===== src/rtl/counter_mod.sv =====
// counter_mod: modulo-MODULUS up/down counter with synchronous clear, range-checked load,
// cascade terminal count and a registered wrap pulse. Define COUNTER_MOD_BCD_EN to add bcd_out.
module counter_mod #(
  parameter int unsigned WIDTH   = 8,
  parameter int unsigned MODULUS = 60
) (
  input  logic             clk,
  input  logic             a_clr,
  input  logic             en,
  input  logic             up_dn,
  input  logic             load,
  input  logic [WIDTH-1:0] load_val,
  output logic [WIDTH-1:0] count_out,
  output logic             tc,
  output logic             carry,
`ifdef COUNTER_MOD_BCD_EN
  output logic [7:0]       bcd_out,
`endif
  output logic             load_err
);

  if (WIDTH < 1 || WIDTH > 16) begin : g_bad_width
    $fatal(1, "counter_mod: WIDTH must be in 1..16");
  end

  if (MODULUS < 2 || MODULUS > (32'd1 << WIDTH)) begin : g_bad_modulus
    $fatal(1, "counter_mod: MODULUS must be in 2..2**WIDTH");
  end

  // One spare bit so MODULUS = 2**WIDTH is representable in the compares.
  localparam logic [WIDTH:0] MOD_EXT = (WIDTH+1)'(MODULUS);
  localparam logic [WIDTH:0] MOD_M1  = (WIDTH+1)'(MODULUS - 1);
  localparam logic [WIDTH:0] ONE_EXT = (WIDTH+1)'(1);

  logic [WIDTH-1:0] count_q = '0;
  logic [WIDTH-1:0] count_d;
  logic             carry_q = 1'b0;
  logic             carry_d;
  logic             load_err_q = 1'b0;
  logic             load_err_d;

  logic [WIDTH:0]   cnt_ext;
  logic [WIDTH:0]   load_ext;
  logic [WIDTH:0]   next_ext;
  logic             at_top;
  logic             at_zero;
  logic             load_ok;
  logic             unused_next_msb;

  assign cnt_ext  = {1'b0, count_q};
  assign load_ext = {1'b0, load_val};
  assign at_top   = (cnt_ext == MOD_M1);
  assign at_zero  = (cnt_ext == '0);
  assign load_ok  = (load_ext < MOD_EXT);

  // Cascade output: only a real count step at the terminal value may assert it.
  assign tc = en && !a_clr && !load && (up_dn ? at_top : at_zero);

  always_comb begin
    next_ext   = cnt_ext;
    load_err_d = 1'b0;
    carry_d    = tc;
    if (load) begin
      next_ext   = load_ok ? load_ext : '0;
      load_err_d = !load_ok;
    end else if (en) begin
      if (up_dn) begin
        next_ext = at_top ? '0 : (cnt_ext + ONE_EXT);
      end else begin
        next_ext = at_zero ? MOD_M1 : (cnt_ext - ONE_EXT);
      end
    end
  end

  // next_ext is always below MODULUS, so its top bit is always zero.
  assign count_d         = next_ext[WIDTH-1:0];
  assign unused_next_msb = next_ext[WIDTH];

  always_ff @(posedge clk) begin
    if (a_clr) begin
      count_q    <= '0;
      carry_q    <= 1'b0;
      load_err_q <= 1'b0;
    end else begin
      count_q    <= count_d;
      carry_q    <= carry_d;
      load_err_q <= load_err_d;
    end
  end

  assign count_out = count_q;
  assign carry     = carry_q;
  assign load_err  = load_err_q;

`ifdef COUNTER_MOD_BCD_EN
  if (MODULUS > 100) begin : g_bad_bcd_modulus
    $fatal(1, "counter_mod: MODULUS must be at most 100 with BCD output");
  end

  logic [6:0] bcd_bin;
  logic [7:0] bcd_d;
  logic [7:0] bcd_q = 8'h00;

  // Encoded from count_d so the digits land on the same edge as count_out.
  assign bcd_bin = 7'(count_d);

  always_comb begin
    bcd_d = {4'(bcd_bin / 7'd10), 4'(bcd_bin % 7'd10)};
  end

  always_ff @(posedge clk) begin
    if (a_clr) begin
      bcd_q <= 8'h00;
    end else begin
      bcd_q <= bcd_d;
    end
  end

  assign bcd_out = bcd_q;
`endif

endmodule


===== config.mk =====
export PLATFORM = sky130hd
export DESIGN_NAME = counter_mod
export DESIGN_NICKNAME = d
export VERILOG_FILES = /design/src/rtl/counter_mod.sv
export SDC_FILE = /design/constraint.sdc
export NUM_CORES = 1
export LEC_CHECK = 0
export BUFFER_PORTS_ARGS = -buffer_cell sky130_fd_sc_hd__buf_2
export CORE_MARGIN = 2
export CORE_UTILIZATION = 50
export DETAILED_ROUTE_END_ITERATION = 7
export GPL_TIMING_DRIVEN = 0
export PLACE_DENSITY = 0.77
export SLEW_MARGIN = 15
export SYNTH_ARGS = -nofsm -noshare
export SYNTH_HDL_FRONTEND = slang
export SYNTH_SLANG_ARGS = --single-unit

===== constraint.sdc =====
create_clock -name clk -period 2 [get_ports clk]
set_input_delay 0.4 -clock clk [delete_from_list [all_inputs] [get_ports clk]]
set_output_delay 0.4 -clock clk [all_outputs]
set_load 0.05 [all_outputs]

== Yosys cells after proc, flatten, opt, wreduce, memory -nomap -nowiden ==
Cells that the tools add are included.

* Bits in latches: 0
* RAM bits: 0
* Register bits after elaboration: 10
* Bits in read-only memories: 0
* Memories: 0
* Output and inout port bits: 11
* Logic and storage cells: 24

* Equal/unequal tests: 1
* Divide/modulo/power cells: 0
* $lt $le $gt $ge: 1
* $add $sub $neg: 2
* Shifts and indexed selects: 0
* Bitwise operators: 1
* Reduce and logical (&&, ||, !) cells: 9
* Multipliers: 0
* Mux-type cells: 7

{| class="wikitable"
|+ Operator list
! cell !! number
|-
| 8-bit two-way mux || 6
|-
| 9-bit zero test || 1
|-
| 8-bit by 1-bit adder with 8-bit output, second input constant || 1
|-
| 8-bit by 6-bit == test with 1-bit output, second input constant || 1
|-
| 8-bit by 6-bit less-than comparator with 1-bit output, second input constant || 1
|-
| 8-bit by 1-bit subtractor with 8-bit output, second input constant || 1
|-
| 1-bit logical AND || 3
|-
| 1-bit zero test || 3
|-
| 2-bit nonzero test || 1
|-
| 2-bit OR reduction || 1
|-
| 1-bit two-way mux || 1
|-
| 1-bit inverter || 1
|}

== Depth between registers and ports, before layout ==
Gate-level depths: netlist (run 1).

* Depth in word-level cells: 5
* Gate-level depth with buffers: 7
* Mapped depth without buffers: 7

== Worst setup path after synthesis (run 1) ==
OpenSTA, ideal clock, no wires.

* Path type: register to output
* From: register count_q[3], in the netlist count_out[3]
* To: output tc
* Path buffers: 1
* Arrival: 2.124 ns
* Cell stages (with the launch flop): 6
* Required time: 1.600 ns
* Slack: -0.524 ns
* Cells stage by stage: dfxtp_1 clkbuf_1 and3_2 and4bb_2 a21oi_1 nor2_1

* Longest elaborated chain between the ends: 3
* Elaborated cells between the ends (all ways): 4

{| class="wikitable"
|+ RTL lines
! element !! RTL line !! text
|-
| from (decl) || 35 || <nowiki>logic [WIDTH-1:0] count_q = '0;</nowiki>
|-
| from (signal assigned) || 85 || <nowiki>count_q <= count_d;</nowiki>
|-
| 8-bit by 6-bit == test with 1-bit output or 9-bit zero test (tied branches) || 52, 53 ||
|-
| 1-bit two-way mux (*) || 57 || <nowiki>assign tc = en && !a_clr && !load && (up_dn ? at_top : at_zero);</nowiki>
|-
| 1-bit logical AND (*) || 57 ||
|-
| to (decl) || 14 || <nowiki>output logic tc,</nowiki>
|}

Mark *: on every way between the ends. The rest lies on a longest branch, timed or not.

== Worst setup path in the final report (run 1) ==
Same ends and word-level chain as after synthesis.

==> metrics.txt, run 1 <==
number of DRC markers in iteration 0=43; Total GRT Usage=0.245; clk_skew=2.23 ps; CTS buffer count=3; drt drc=0; Pint=0.371 mW; most common cell after layout, fill and taps aside=buf_2; Arrival @ worst endpoint=1670 ps; IR drop worst, VDD=0.348 mV; drt total wl=2.41 mm; Core ar.=1560 um^2; worst reg-to-reg setup slack=80 ps; RSZ-0062 raised after global routing=true; CP delay by family, top=simple AND/OR/NAND/NOR gates; Max Cap Viol=0; Req. time, crit path=1600 ps; max-slew violations=0; status=finished with violations; Die W=45.4 um; CTS tree=done; worst r2r src=count_out[5]; Worst setup EP type=primary output; critical path class=flip-flop to primary output; mapped cell area=857 um^2; setup violators final=1; Worst path slowest cell=dfxtp_2; Synthesis Warnings=0; clock share of power=0.266; Min-Delay Startpoint=a_clr; Reg area=214 um^2; number of global-route vias before repair=789; antenna cells=0; Pre-antenna DRT Iters=4; Reg clk slew, reported paths=70 ps; hold path cells=2; RD Place Congestion=0.901; Net Switching=0.225 mW; Vias/cell=6.42; PortBufs=21; layout cells sized above 1=0.364; Comb pwr share=0.358; slew at the pin closest to its max-slew limit=674 ps; # IOs=24; pwr/cell area=551 nW/um^2; maximum root-to-sink buffer count=2; CP Buf/Inv Count=2; initial antenna violation count=0; FF-to-FF End=count_out[2]; Leak Pwr=0.450 nW; Rows=14; area grow syn2layout=26.1%; routed len/inst=15.5 um; crit path max fanout=10; highest clock rate=0.483 GHz; nets@finish=156; pre-CTS setup slack=-62.1 ps; Sw Share=0.378; CTS H-Tree Depth=1; Post-Synthesis Cells=111; Hold WC Path Type=input pin to flip-flop; Clock Sinks=10; total power=0.596 mW; Critical Path Start Type=flip-flop; first-pass GRT wire length=3.71 mm; Antenna Nets Post-Route=0; fillers=127; initial core utilization=0.550; Final Worst Setup Slack=-69.0 ps; most frequent cells in the layout=buf_2 (20), nand2_1 (11), o21ai_0 (8), a21oi_1 (8); hold buffers post-CTS=0; syn_area_per_cell=7.72 um^2; CTS Root Cell=clkbuf_4; overall die height=45.4 um; Hold Path End=count_out[1]; Flop pwr share=0.376; failing checks=setup timing; Seq/Total Area, Yosys=0.234; #FFs+latches synth=10; GRT Residual Overflow=0; largest net degree at the start of global routing=11; Rel. slew slack=0.547; fin crit share=1.03; R2R depth=7; die area=2060 um^2; count of different cell masters after synthesis=38; worst hold slack=360 ps; Multi-input gate area=589 um^2; crit path cell chain=clkbuf_2, and3_2, and4bb_2, a21oi_2, nor2_4, buf_8; Hold Fails Final Rpt=0; detailed placement HPWL=1.70 mm; crit path time final=2070 ps; DR vias=1002; worst skew pair latency=270 ps; syn nets=126; crit-path max cell delay=330 ps
==> layer usage <==
| metal | vias to the layer above | wire, um | GRT usage |
|---|---|---|---|
| met5 | - | 0 | 0 |
| met4 | 0 | 58 | 0.0941 |
| met3 | 12 | 230 | 0.0317 |
| met2 | 62 | 1050 | 0.363 |
| met1 | 441 | 1070 | 0.357 |
| li1 | 487 | - | - |
==> worst max-delay path by stage <==
stage	from	to	slack [ps]	cells after the start
global route	count_out[0]	tc	-130	6
finish	count_out[3]	tc	-70	6
CTS	count_out[3]	tc	-120	5
floorplan	count_out[5]	tc	20	4
global placement	count_out[5]	tc	-40	5
detailed placement	count_out[5]	tc	-60	5
==> logic make-up (layout without fill, tap and decap cells) <==
kind of cell,count (synthesis),in the layout,share of synthesized area
muxes,1,1,0.0117
buffers and inverters,11,40,0.0978
adders and majority gates,2,2,0.0292
DFF,10,10,0.234
xor gates and xnor gates,1,1,0.0102
AOI/OAI and AO/OA,34,34,0.253
and+or+nand+nor,52,52,0.365
==> state kept, by name, indices dropped and copies added, names as in the netlist <==
register / count
count_out: 8
carry: 1
load_err: 1
==> power by group through the flow <==
stage               clock [mW]  combinational (mW)  sequential (mW)
finish                   0.158               0.214            0.224
global route             0.162               0.229            0.225
CTS                      0.156               0.205            0.223
detailed placement           0               0.189            0.228
global placement             0               0.186            0.227
floorplan                    0               0.110            0.258
==> layout make-up <==
class,instances,share of cell area
timing repair buffer,25,0.134
multi-input combinational,90,0.545
inverter,3,0.0104
buffer,8,0.0694
clock buffer,4,0.0243
sequential,10,0.198
tap,16,0.0185
==> worst register-to-register path, stage by stage (launching register included) <==
cell     delay [ps]
dfxtp_4         380
or4_4           510
nor3_4          150
buf_4           130
buf_4           110
nor2_1           40
o31ai_1         320
o21ai_0         140
==> cells in the mapped netlist, drive strengths merged <==
cell type / instances / area share
xnor2: 1 / 0.010
or4: 2 / 0.022
nor3: 5 / 0.042
a311oi: 1 / 0.018
o22ai: 1 / 0.0073
nor2: 7 / 0.031
o21ai: 9 / 0.057
a211o: 2 / 0.020
a211oi: 3 / 0.026
and3: 4 / 0.031
dfxtp: 10 / 0.23
nor2b: 1 / 0.0073
nand2: 11 / 0.048
mux2i: 1 / 0.012
and4bb: 1 / 0.015
nand4: 1 / 0.0073
nor3b: 3 / 0.026
nor4b: 1 / 0.010
nand2b: 1 / 0.0073
a21oi: 9 / 0.053
o31ai: 3 / 0.026
a31oi: 5 / 0.036
inv: 3 / 0.013
nor4: 3 / 0.022
ha: 2 / 0.029
and3b: 1 / 0.010
clkbuf: 8 / 0.085
nand4b: 4 / 0.041
nand3: 6 / 0.035
and4: 1 / 0.010
a21o: 1 / 0.0088
==> timing repair <==
action / CTS / global route
pin swaps: 4 / 3
resized for setup: 3 / 6
setup endpoints to repair: 1 / 1
setup buffers: 2 / 2
==> stage by stage <==
step                setup TNS [ps]  utilization  cells  cell area [um^2]
finish                       -69.0        0.693    156              1080
global route                  -130        0.693    156              1080
CTS                           -123        0.676    154              1050
detailed placement           -62.1        0.643    148              1000
global placement             -43.5        0.643    148              1000
floorplan                        0            -    111               877
Note: power is estimated with default switching activity, not from simulation.
==> inputs of run 2 (changes only) <==
RECOVER_POWER = 25   (was not set)
==> run 2 against run 1 <==
The run still ends with setup timing left; via count fell by 1.1%; largest cell class unchanged; global-route usage unchanged; first-iteration DRC count is the same; final cell count stayed put; die area unchanged; sequential share of layout area is 0.12 points higher; critical endpoint unchanged.
==> metrics.txt, run 2 (synthesis results as in run 1) <==
crit path max fanout=10 (unchanged); PortBufs=21 (unchanged); detailed placement HPWL=1.70 mm (unchanged); Rel. slew slack=0.548 (about the same); layout cells sized above 1=0.329 (-0.0357); Arrival @ worst endpoint=1670 ps (about the same); CTS tree=done; max-slew violations=0 (unchanged); CTS buffer count=3 (unchanged); worst skew pair latency=270 ps (about the same); Multi-input gate area=589 um^2 (unchanged); Clock Sinks=10 (unchanged); Die W=45.4 um (unchanged); antenna cells=0 (unchanged); pwr/cell area=553 nW/um^2 (+0.36%); initial antenna violation count=0 (unchanged); Reg area=214 um^2 (unchanged); Worst setup EP type=primary output; number of DRC markers in iteration 0=43 (unchanged); Critical Path Start Type=flip-flop; routed len/inst=15.4 um (-0.50%); R2R depth=7 (unchanged); most frequent cells in the layout=buf_2 (15), nand2_1 (11), clkbuf_1 (8), o21ai_0 (8), a21oi_1 (8); largest net degree at the start of global routing=11 (unchanged); crit path time final=2070 ps (-2.92 ps); Total GRT Usage=0.245 (unchanged); Pre-antenna DRT Iters=4 (unchanged); overall die height=45.4 um (unchanged); Final Worst Setup Slack=-66.0 ps (+2.92 ps); hold buffers post-CTS=0 (unchanged); fillers=132 (+3.9%); RD Place Congestion=0.901 (unchanged); slew at the pin closest to its max-slew limit=673 ps (-0.264 ps); Vias/cell=6.35 (-1.1%); Core ar.=1560 um^2 (unchanged); number of global-route vias before repair=789 (unchanged); GRT Residual Overflow=0 (unchanged); Rows=14 (unchanged); Reg clk slew, reported paths=70 ps (about the same); nets@finish=156 (unchanged); IR drop worst, VDD=0.347 mV (-0.34%); Leak Pwr=0.430 nW (-4.3%); first-pass GRT wire length=3.71 mm (unchanged); highest clock rate=0.484 GHz (+0.14%); CTS Root Cell=clkbuf_4; CTS H-Tree Depth=1 (unchanged); area grow syn2layout=25.4%; Max Cap Viol=0 (unchanged); RSZ-0062 raised after global routing=true; total power=0.594 mW (-0.23%); drt total wl=2.40 mm (-0.50%); Req. time, crit path=1600 ps (about the same); status=finished with violations; most common cell after layout, fill and taps aside=buf_2; critical path class=flip-flop to primary output; clk_skew=1.90 ps (-0.330 ps); initial core utilization=0.550 (unchanged); Hold Fails Final Rpt=0 (unchanged); setup violators final=1 (unchanged); max FFs per register=8 (unchanged); failing checks=setup timing; maximum root-to-sink buffer count=2 (unchanged); Hold WC Path Type=input pin to flip-flop; worst hold slack=359 ps (-0.555 ps); # IOs=24 (unchanged); fin crit share=1.03 (-0.00146); DR vias=991 (-1.1%); Antenna Nets Post-Route=0 (unchanged); die area=2060 um^2 (unchanged); drt drc=0 (unchanged); hold path cells=2 (unchanged)
run 2: cell types whose count changed in the layout (fill, tap and decap cells not counted), sizes merged:
cell | before | now
buf | 25 | 20
clkbuf | 12 | 17
run 2: area by class of cell:
class,instances,share of cell area
Buffer,8,0.0698
Multi-Input combinational cell,90,0.548
Sequential cell,10,0.199
Timing Repair Buffer,25,0.129
Inverter,3,0.0105
Tap cell,16,0.0186
Clock buffer,4,0.0244
run 2: final timing paths:
| path | startpoint | end | slack [ps] |
|---|---|---|---|
| min | a_clr | count_out[1] | 360 |
| min reg2reg | count_out[0] | count_out[0] | 610 |
| max | count_out[3] | tc | -70 |
| max reg2reg | count_out[5] | count_out[2] | 80 |
run 2: what timing repair did:
action | in CTS | in global routing
endpoints found under the setup margin | 1 | 1
buffers inserted | 2 | 2
resized for setup | 3 | 6
pin swaps | 4 | 3
run 2: worst max-delay path: stages (launching register included):
cell and delay [ps]:
dfxtp_2 330, clkbuf_2 170, and3_2 260, and4bb_2 250, a21oi_2 180, nor2_4 50
buf_8 150
run 2: through the flow:
| step | setup TNS (ps) | instance area, um^2 | util | setup WS, ps | std cells |
|---|---|---|---|---|---|
| 6_report | -66.0 | 1070 | 0.689 | -66.0 | 156 |
| 3_5_place_dp | -62.1 | 1000 | 0.643 | -62.1 | 148 |
| 5_1_grt | -130 | 1070 | 0.689 | -130 | 156 |
| 4_1_cts | -123 | 1050 | 0.676 | -123 | 154 |
| 2_1_floorplan | 0 | 877 | - | 24.3 | 111 |
| 3_3_place_gp | -43.5 | 1000 | 0.643 | -43.5 | 148 |
run 2: layer usage:
metal	global-route usage	up-vias	routed length, um	share of wire
met2	0.363	55	1050	0.44
met5	0	-	0	0
met4	0.0941	0	47	0.020
met1	0.357	442	1080	0.45
li1	-	486	-	-
met3	0.0317	8	218	0.091
run 2: where the power goes:
| part | switching (mW) | internal (mW) |
|---|---|---|
| clock network | 0.0812 | 0.0774 |
| logic | 0.129 | 0.0831 |
| registers | 0.0149 | 0.209 |
| total | 0.225 | 0.369 |
==> inputs of run 3 (changes only) <==
CORE_UTILIZATION = 54   (was 50)
PLACE_DENSITY = 0.82   (was 0.77)
SLEW_MARGIN = not set   (was 15)
clock period = 2.57 ns   (was 2 ns; I/O delays follow)
==> run 3 against run 2 <==
The flow now finishes without violations; sequential cell count stayed put; core utilization down 1.5 points; critical path depth decreased by 1; power shrank 28%; critical endpoint unchanged; sequential power fell by 23%; non-clock buffer count shrank 4; combinational power shrank 30%; clock skew grew 5.1 ps.
==> metrics.txt, run 3 (synthesis results as in run 1) <==
number of DRC markers in iteration 0=45 (+4.7%); worst hold slack=470 ps (+111 ps); # IOs=24 (unchanged); Vias/cell=6.48 (+2.1%); routed len/inst=14.8 um (-4.0%); most frequent cells in the layout=buf_2 (17), nand2_1 (11), dfxtp_1 (10); fin crit share=0.954; crit path cell chain=or4_4, nor3_4, a21oi_1, nor2_2, buf_2; total power=0.430 mW (-28%); worst skew pair latency=270 ps (about the same); crit path time final=2450 ps; Rel. slew slack=0.544 (-0.00379); Worst path slowest cell=or4_4; Sw Share=0.375 (-0.00386); layout cells sized above 1=0.237 (-0.0915); crit-path max cell delay=600 ps (+270 ps); Placement Cell Area=985 um^2 (-1.7%); overall die height=43.8 um (-3.4%); largest net degree at the start of global routing=11 (unchanged); status=completed; Total GRT Usage=0.268 (+0.0230); drt total wl=2.23 mm (-7.0%); CTS H-Tree Depth=1 (unchanged); RD Place Congestion=0.893 (-0.87%); Net Switching=0.161 mW (-28%); Die W=43.8 um (-3.4%); initial core utilization=0.576 (+0.0259); highest clock rate=0.408 GHz; Fin Setup TNS=0 ps (+66.0 ps); pwr/cell area=429 nW/um^2 (-22%); Rows=14 (unchanged); PortBufs=21 (unchanged); max FFs per register=8 (unchanged); Clock Sinks=10 (unchanged); post-cts sizing count=0 (-3); worst r2r src=count_out[5]; Pre-antenna DRT Iters=4 (unchanged); CTS buffer count=3 (unchanged); Critical Path Start Type=flip-flop; post-route cell area=1000 um^2 (-6.6%); post-CTS setup buffers=0 (-2); most common cell after layout, fill and taps aside=buf_2; Worst setup EP type=primary output; worst reg-to-reg setup slack=780 ps (+700 ps); clock share of power=0.254 (-0.013); antenna cells=0 (unchanged); Pint=0.269 mW (-27%); CTS Root Cell=clkbuf_4; critical path class=flip-flop to primary output; Arrival @ worst endpoint=1940 ps (+270 ps); setup violators final=0 (-1); Req. time, crit path=2060 ps (+460 ps); Antenna Nets Post-Route=0 (unchanged); Hold WC Path Type=input pin to flip-flop; max-slew violations=0 (unchanged); slew at the pin closest to its max-slew limit=679 ps (+5.65 ps); Max Cap Viol=0 (unchanged); number of global-route vias before repair=858 (+8.7%); Non-Filler Instances=151 (-3.2%); GRT Residual Overflow=0 (unchanged); drt drc=0 (unchanged); crit path max fanout=9 (-1); CTS tree=done; hold buffers post-CTS=0 (unchanged); Reg clk slew, reported paths=70 ps (about the same); RSZ-0062 raised after global routing=false; Hold Fails Final Rpt=0 (unchanged); detailed placement HPWL=1.67 mm (-1.7%); maximum root-to-sink buffer count=2 (unchanged); die area=1920 um^2 (-6.8%); nets@finish=152 (-2.6%); Flop pwr share=0.403 (+0.026); area grow syn2layout=17.1%; initial antenna violation count=0 (unchanged); fillers=144 (+9.1%); Min-Delay Startpoint=a_clr; first-pass GRT wire length=3.84 mm (+3.3%); Core ar.=1490 um^2 (-4.5%); Crit. Startpoint=count_out[5]; clk_skew=7.03 ps (+5.13 ps); IR drop worst, VDD=0.314 mV (-9.4%); Comb pwr share=0.343 (-0.014); Leak Pwr=0.404 nW (-6.2%); Placed Cells=148 (unchanged); DR vias=979 (-1.2%)
## run 3: cell count changes in the layout (fill, tap and decap cells not counted), moves of 2 or more
cell     change
buf_4        -4
dfxtp_1      +7
buf_2        +2
dfxtp_2      -5
dfxtp_4      -2
## run 3: critical path, delay by kind of cell (launching register included)
family / cells / cell delay, ps
AOI/OAI and AO/OA: 1 / 130
buffers and inverters: 1 / 260
DFF: 1 / 390
and+or+nand+nor: 3 / 880
## run 3: power by group through the flow
stage / logic, mW / registers (mW) / clock network, mW
4_1_cts: 0.146 / 0.173 / 0.106
3_5_place_dp: 0.145 / 0.176 / 0
5_1_grt: 0.163 / 0.174 / 0.113
6_report: 0.148 / 0.173 / 0.109
2_1_floorplan: 0.0840 / 0.200 / 0
3_3_place_gp: 0.143 / 0.176 / 0
## run 3: metrics by stage
step,utilization,setup WS (ps)
4_1_cts,0.676,125
5_1_grt,0.674,22.9
3_3_place_gp,0.661,443
6_report,0.674,119
3_5_place_dp,0.661,423
2_1_floorplan,-,154
## run 3: metal layers
layer  up-vias  GRT usage  share of wire
li1        471          -              -
met1       451      0.355           0.43
met2        49      0.424           0.46
met3         8     0.0500          0.084
met4         0      0.115          0.024
met5         -          0              0
## run 3: path summary, 6_finish.rpt
kind | endpoint | depth (start not counted)
max reg2reg | count_out[7] | 5
min reg2reg | count_out[7] | 2
min | count_out[7] | 2
max | tc | 5
## run 3: cell type report
cell class,count,area (um^2),area share
Multi-Input combinational cell,90,576,0.574
Sequential cell,10,200,0.200
Tap cell,16,20.0,0.0200
Timing Repair Buffer,21,100,0.0998
Inverter,3,11.3,0.0112
Buffer,8,73.8,0.0736
Clock buffer,3,22.5,0.0224
